`src/rtl/pipeline_ctrl_pkg.sv`:
```
// Shared types and decode helpers for the pipeline hazard/stall sequencer.
// Mnemonic codes mirror the core's define.svh numbering.
package pipeline_ctrl_pkg;

    localparam logic [5:0] MN_NOP   = 6'd0;
    localparam logic [5:0] MN_LUI   = 6'd1;
    localparam logic [5:0] MN_AUIPC = 6'd2;
    localparam logic [5:0] MN_JAL   = 6'd3;
    localparam logic [5:0] MN_JALR  = 6'd4;
    localparam logic [5:0] MN_BEQ   = 6'd5;
    localparam logic [5:0] MN_BNE   = 6'd6;
    localparam logic [5:0] MN_BLT   = 6'd7;
    localparam logic [5:0] MN_BGE   = 6'd8;
    localparam logic [5:0] MN_BLTU  = 6'd9;
    localparam logic [5:0] MN_BGEU  = 6'd10;
    localparam logic [5:0] MN_LB    = 6'd11;
    localparam logic [5:0] MN_LH    = 6'd12;
    localparam logic [5:0] MN_LW    = 6'd13;
    localparam logic [5:0] MN_LBU   = 6'd14;
    localparam logic [5:0] MN_LHU   = 6'd15;
    localparam logic [5:0] MN_SB    = 6'd16;
    localparam logic [5:0] MN_SH    = 6'd17;
    localparam logic [5:0] MN_SW    = 6'd18;
    localparam logic [5:0] MN_ADDI  = 6'd19;
    localparam logic [5:0] MN_SLTI  = 6'd20;
    localparam logic [5:0] MN_SLTIU = 6'd21;
    localparam logic [5:0] MN_XORI  = 6'd22;
    localparam logic [5:0] MN_ORI   = 6'd23;
    localparam logic [5:0] MN_ANDI  = 6'd24;
    localparam logic [5:0] MN_SLLI  = 6'd25;
    localparam logic [5:0] MN_SRLI  = 6'd26;
    localparam logic [5:0] MN_SRAI  = 6'd27;
    localparam logic [5:0] MN_ADD   = 6'd28;
    localparam logic [5:0] MN_SUB   = 6'd29;
    localparam logic [5:0] MN_SLL   = 6'd30;
    localparam logic [5:0] MN_SLT   = 6'd31;
    localparam logic [5:0] MN_SLTU  = 6'd32;
    localparam logic [5:0] MN_XOR   = 6'd33;
    localparam logic [5:0] MN_SRL   = 6'd34;
    localparam logic [5:0] MN_SRA   = 6'd35;
    localparam logic [5:0] MN_OR    = 6'd36;
    localparam logic [5:0] MN_AND   = 6'd37;

    typedef enum logic {
        RUN    = 1'b0,
        SQUASH = 1'b1
    } state_e;

    // rs2 users: R-type, stores, branches
    function automatic logic uses_rs2(input logic [5:0] mnemonic);
        logic r;
        r = 1'b0;
        case (mnemonic)
            MN_BEQ, MN_BNE, MN_BLT, MN_BGE, MN_BLTU, MN_BGEU,
            MN_SB, MN_SH, MN_SW,
            MN_ADD, MN_SUB, MN_SLL, MN_SLT, MN_SLTU,
            MN_XOR, MN_SRL, MN_SRA, MN_OR, MN_AND: r = 1'b1;
            default: r = 1'b0;
        endcase
        return r;
    endfunction

    // rs1 users: every rs2 user plus I-type ALU, loads and JALR
    function automatic logic uses_rs1(input logic [5:0] mnemonic);
        logic r;
        r = uses_rs2(mnemonic);
        case (mnemonic)
            MN_JALR,
            MN_LB, MN_LH, MN_LW, MN_LBU, MN_LHU,
            MN_ADDI, MN_SLTI, MN_SLTIU, MN_XORI, MN_ORI, MN_ANDI,
            MN_SLLI, MN_SRLI, MN_SRAI: r = 1'b1;
            default: ;
        endcase
        return r;
    endfunction

endpackage

```
`src/rtl/sat_counter.sv`:
```
// Saturating up-counter with asynchronous active-high clear.
module sat_counter #(
    parameter int unsigned CNT_W = 32
) (
    input  logic             clk,
    input  logic             rst,
    input  logic             inc,
    output logic [CNT_W-1:0] count
);

    logic [CNT_W-1:0] count_q;
    logic [CNT_W-1:0] count_d;

    always_comb begin
        count_d = count_q;
        if (inc && (count_q != {CNT_W{1'b1}})) begin
            count_d = count_q + CNT_W'(1);
        end
    end

    always_ff @(posedge clk or posedge rst) begin
        if (rst) begin
            count_q <= '0;
        end else begin
            count_q <= count_d;
        end
    end

    assign count = count_q;

endmodule

```
`src/rtl/pipeline_ctrl.sv`:
```
// Hazard and stall sequencer for the 5-stage pipeline: stage enables/flushes,
// PC redirect, stale-fetch squash after a redirect, and stall/flush counters.
module pipeline_ctrl
    import pipeline_ctrl_pkg::*;
#(
    parameter int unsigned CNT_W = 32
) (
    input  logic             clk,
    input  logic             rst,
    input  logic [5:0]       i_id_mnemonic,
    input  logic [4:0]       i_id_rs1_addr,
    input  logic [4:0]       i_id_rs2_addr,
    input  logic [4:0]       i_ex_rd_addr,
    input  logic             i_ex_rd_wr,
    input  logic             i_ex_DM_OE,
    input  logic             i_ex_redirect,
    input  logic             i_im_ready,
    input  logic             i_mem_req,
    input  logic             i_dm_ready,
    output logic             o_pc_en,
    output logic             o_pc_redirect,
    output logic             o_if_id_en,
    output logic             o_if_id_flush,
    output logic             o_id_ex_en,
    output logic             o_id_ex_flush,
    output logic             o_ex_mem_en,
    output logic             o_mem_wb_en,
    output logic             o_mem_wb_flush,
    output logic [CNT_W-1:0] o_stall_cnt,
    output logic [CNT_W-1:0] o_flush_cnt
);

    state_e state_q;
    state_e state_d;

    logic use_rs1;
    logic use_rs2;
    logic load_use;
    logic dm_stall;
    logic redirect_ok;

    assign use_rs1  = uses_rs1(i_id_mnemonic);
    assign use_rs2  = uses_rs2(i_id_mnemonic);
    assign load_use = i_ex_DM_OE & i_ex_rd_wr & (i_ex_rd_addr != 5'd0) &
                      ((use_rs1 & (i_id_rs1_addr == i_ex_rd_addr)) |
                       (use_rs2 & (i_id_rs2_addr == i_ex_rd_addr)));
    assign dm_stall    = i_mem_req & ~i_dm_ready;
    // EX keeps presenting the redirect while frozen, so it is simply retried later
    assign redirect_ok = i_ex_redirect & ~dm_stall;

    always_comb begin
        o_pc_en        = 1'b1;
        o_pc_redirect  = 1'b0;
        o_if_id_en     = 1'b1;
        o_if_id_flush  = 1'b0;
        o_id_ex_en     = 1'b1;
        o_id_ex_flush  = 1'b0;
        o_ex_mem_en    = 1'b1;
        o_mem_wb_en    = 1'b1;
        o_mem_wb_flush = 1'b0;

        if (rst) begin
            o_pc_en        = 1'b0;
            o_if_id_en     = 1'b0;
            o_if_id_flush  = 1'b1;
            o_id_ex_en     = 1'b0;
            o_id_ex_flush  = 1'b1;
            o_ex_mem_en    = 1'b0;
            o_mem_wb_en    = 1'b0;
            o_mem_wb_flush = 1'b1;
        end else begin
            if (dm_stall) begin
                o_pc_en        = 1'b0;
                o_if_id_en     = 1'b0;
                o_id_ex_en     = 1'b0;
                o_ex_mem_en    = 1'b0;
                o_mem_wb_flush = 1'b1;
            end else if (redirect_ok) begin
                o_pc_redirect = 1'b1;
                o_if_id_flush = 1'b1;
                o_id_ex_flush = 1'b1;
            end else if (load_use) begin
                // one bubble suffices: next cycle the load sits in MEM and forwards
                o_pc_en       = 1'b0;
                o_if_id_en    = 1'b0;
                o_id_ex_flush = 1'b1;
            end else if (!i_im_ready) begin
                o_pc_en       = 1'b0;
                o_if_id_flush = 1'b1;
            end

            // A wrong-path fetch is outstanding: whatever IF returns is discarded
            if (state_q == SQUASH) begin
                o_if_id_flush = 1'b1;
                if (!redirect_ok) begin
                    o_pc_en = 1'b0;
                end
            end
        end
    end

    always_comb begin
        state_d = state_q;
        if (redirect_ok) begin
            state_d = i_im_ready ? RUN : SQUASH;
        end else if ((state_q == SQUASH) && i_im_ready) begin
            state_d = RUN;
        end
    end

    always_ff @(posedge clk or posedge rst) begin
        if (rst) begin
            state_q <= RUN;
        end else begin
            state_q <= state_d;
        end
    end

    sat_counter #(
        .CNT_W (CNT_W)
    ) u_stall_cnt (
        .clk   (clk),
        .rst   (rst),
        .inc   (~o_pc_en & ~rst),
        .count (o_stall_cnt)
    );

    sat_counter #(
        .CNT_W (CNT_W)
    ) u_flush_cnt (
        .clk   (clk),
        .rst   (rst),
        .inc   (redirect_ok & ~rst),
        .count (o_flush_cnt)
    );

endmodule

```
`config.mk`:
```
export PLATFORM = sky130hd
export DESIGN_NAME = pipeline_ctrl
export DESIGN_NICKNAME = d
export VERILOG_FILES = /design/src/rtl/pipeline_ctrl_pkg.sv /design/src/rtl/sat_counter.sv /design/src/rtl/pipeline_ctrl.sv
export SDC_FILE = /design/constraint.sdc
export NUM_CORES = 1
export LEC_CHECK = 0
export BUFFER_PORTS_ARGS = -buffer_cell sky130_fd_sc_hd__buf_2
export CORE_MARGIN = 2
export CORE_UTILIZATION = 45
export CTS_CLUSTER_SIZE = 28
export DETAILED_ROUTE_END_ITERATION = 7
export PLACE_DENSITY_LB_ADDON = 0.08
export SYNTH_ARGS = -nofsm -noshare
export SYNTH_HDL_FRONTEND = slang
export SYNTH_SLANG_ARGS = --single-unit
```
`constraint.sdc`:
```
create_clock -name clk -period 2.44 [get_ports clk]
set_input_delay 0.244 -clock clk [delete_from_list [all_inputs] [get_ports clk]]
set_output_delay 0.244 -clock clk [all_outputs]
set_load 0.005 [all_outputs]
```
==> flow_metrics.env <==
export IMPL_run_status="complete, no violations"
export IMPL_min_period_ns=2.226
export IMPL_crit_slowest_cell="a2111oi_4"
export IMPL_num_rows=31
export IMPL_core_um2=7331
export IMPL_nNetsFinal=478
export IMPL_netlist_area_um2=3437
export IMPL_via_count=2941
export IMPL_drtIter0Drc=93
export IMPL_vdd_drop_max_mv=0.3866
export IMPL_drc=0
export IMPL_synthesis_nets=366
export IMPL_io_pins=102
export IMPL_cts_setup_buffers=0
export IMPL_post_cts_resize_count=0
export IMPL_timing_final_crit_share_pct=91.23
export IMPL_ys_types=40
export IMPL_dieArea_um2=8353
export IMPL_place_port_buffers=101
export IMPL_grt_pass1_wl_um=13220
export IMPL_utilization_pct=58.83
export IMPL_die_y_um=91.40
export IMPL_arrival_ns=2.45
export IMPL_cts_tree="built"
export IMPL_gp_congestion=0.8422
export IMPL_wl_per_cell_um=14.28
export IMPL_area_growth_pct=25.48
export IMPL_grt_ovfl_total=0
export IMPL_fin_setup_tns_ns=0
export IMPL_drt_pass1_iter_count=4
export IMPL_clock_fmax_mhz=449.2
export IMPL_crit_chain="and3_4 > nand4_4 > or3_4 > a2111oi_4 > nand4_1 > xnor2_1"
export IMPL_slew_viol_final=0
export IMPL_slew_limit_headroom_pct=45.35
export IMPL_cp_buffers_inverters=0
export IMPL_p_per_area_nw_per_um2=624.4
export IMPL_cp_start_kind="flop"
export IMPL_grt_util_all_layers_pct=19.60
export IMPL_power_leakage_nw=2.048
export IMPL_slowest_delay_ns=0.50
export IMPL_synth_enable_flop_cells=0
export IMPL_worstMarginPinSlew_ns=0.8197
export IMPL_clock_path_buffers=2
export IMPL_antenna_found_initial=0
export IMPL_wirelength_um=7868
export IMPL_grt_max_degree=69
export IMPL_synthArstFlopShare_pct=100.0
export IMPL_clk_latency_ns=0.34
export IMPL_gr_usage_met3_pct=3.568
export IMPL_endpoint_kind="flop"
export IMPL_path_class="flop to flop"
export IMPL_worstPathRequired_ns=2.67
export IMPL_fin_skew_ns=0.01563
export IMPL_drive_above_1_share_pct=30.75
export IMPL_grt_busiest_layer="met2"
export IMPL_yosys_warnings=0
export IMPL_die_x_um=91.40
export IMPL_cap_violations=0
export IMPL_path_delay_family="simple AND/OR/NAND/NOR gates"
export IMPL_min_path_type="primary input to flop"
export IMPL_path_max_fanout=7
export IMPL_rsz0062_at_grt="false"
export IMPL_vias_per_cell=5.338
export IMPL_postCtsHoldBufs=0
export IMPL_ys_seq_area_share_pct=47.32
export IMPL_synthFlopType="dfrtp_1"
export IMPL_met1_usage_pct=26.12
export IMPL_setup_viol=0
export IMPL_postSynthAreaPerCell_um2=10.26
export IMPL_grt_pass1_vias=2786
export IMPL_antenna_cells=0
export IMPL_cts_sinks=65
export IMPL_fillCellCount=660
export IMPL_use_met2_pct=31.50
export IMPL_cts_root_buf="clkbuf_8"
export IMPL_start_util_pct=46.89
export IMPL_clk_pin_slew_ns=0.07
export IMPL_cts_buffers=9
export IMPL_htreeDepth=3
export IMPL_finalHoldViolations=0
export IMPL_dp_hpwl_um=5773
export IMPL_synth_cells=335
export IMPL_final_antenna_net_count=0
export IMPL_synth_seq_cells=65
[placed cells by master (no fill, tap or decap), types with 3 or more instances in the layout]
cell        Yosys  final
clkbuf_8        0     10
nand4_1        28     28
buf_2           1    101
a21oi_1         7      7
xnor2_1        54     54
xor2_1         16     16
and4_1          9      9
buf_4           1      8
nor3_1          6      6
and2_1          6      6
inv_1           6      5
nor2_1         18     18
nand2_1        21     21
clkinvlp_4      0      3
and3_1         14     14
mux2_2          3      3
nand3_1        32     31
dfrtp_1        65     65
a31oi_1         4      4
o21ai_0         5      5
nand4b_1        3      3
nor4_1          5      5
[worst register-to-register path, delay by kind of cell (launching register included)]
family           cells  cell delay, ns
flip-flops           1            0.47
XOR/XNOR             1            0.15
AO/OA/AOI/OAI        1            0.50
AND/OR/NAND/NOR      4            1.00
[flip-flops by register name (all words and copies together) (netlist names)]
register,count
state_q,1
u_flush_cnt.count,32
u_stall_cnt.count,32
[path summary, 6_finish.rpt]
kind | slack [ns] | to | start | depth (start not counted)
worst max-delay path | 0.21 | u_flush_cnt.count[29] | u_flush_cnt.count[2] | 6
min in group asynchronous | 0.26 | u_flush_cnt.count[6] | rst | 3
worst min-delay path | 0.10 | state_q | i_im_ready | 2
worst max register to register | 0.21 | u_flush_cnt.count[29] | u_flush_cnt.count[2] | 6
worst min register to register | 0.48 | u_flush_cnt.count[11] | u_flush_cnt.count[11] | 1
max in group asynchronous | 1.66 | u_stall_cnt.count[3] | rst | 3
[metal layers]
| layer | routed length, um | share of wire [%] |
|---|---|---|
| met5 | 0 | 0 |
| met3 | 322 | 4.1 |
| met1 | 3568 | 45 |
| met4 | 99 | 1.3 |
| met2 | 3877 | 49 |
[power breakdown]
group	internal, mW	switching [mW]
Clock	0.501	0.440
Combinational	0.214	0.225
Sequential	1.17	0.139
[metrics by stage]
step                      setup WS (ns)  instance area (um2)  std cells  total power [mW]  hold slack (ns)
final                            0.2140                 4313        551             2.693           0.1007
after global routing            0.08089                 4313        551             2.848          0.08097
after CTS                        0.2221                 4313        551             2.723          0.08787
after detailed placement         0.1224                 4108        535             1.778           0.4451
after global placement           0.1518                 4108        535             1.765           0.4411
after floorplan                 0.02558                 3453        335             1.554           0.3104
[cell families after synthesis]
group           count (synthesis)  share of synthesized area (%)
flops                          65                          47.32
fa+ha+maj                       2                         0.7280
compound gates                 24                          4.951
xor+xnor                       70                          17.84
mux                             3                         0.9828
simple gates                  157                          26.50
buf+inv                        14                          1.674
[cell type report]
| class | instances | area (um2) | area share, % |
|---|---|---|---|
| multi-input cells | 256 | 1765 | 40.93 |
| inverters | 6 | 26.28 | 0.6092 |
| well taps | 99 | 123.9 | 2.872 |
| clock inverters | 6 | 67.56 | 1.567 |
| clock buffers | 10 | 137.6 | 3.191 |
| repair buffers | 109 | 565.5 | 13.11 |
| flip-flops and latches | 65 | 1627 | 37.71 |
[cells in the mapped netlist, types with 3 or more instances]
cell	number	area share, %
nand4b_1	3	0.76
nor2_1	18	2.0
nand4_1	28	5.1
nor4_1	5	0.91
xor2_1	16	4.1
dfrtp_1	65	47
a31oi_1	4	0.73
mux2_2	3	0.98
xnor2_1	54	14
nand2_1	21	2.3
nand3_1	32	4.7
inv_1	6	0.66
nor3_1	6	0.87
a21oi_1	7	1.0
and2_1	6	1.1
clkbuf_1	6	0.66
and3_1	14	2.5
o21ai_0	5	0.73
and4_1	9	2.3
Note: power is estimated with default switching activity, not from simulation.
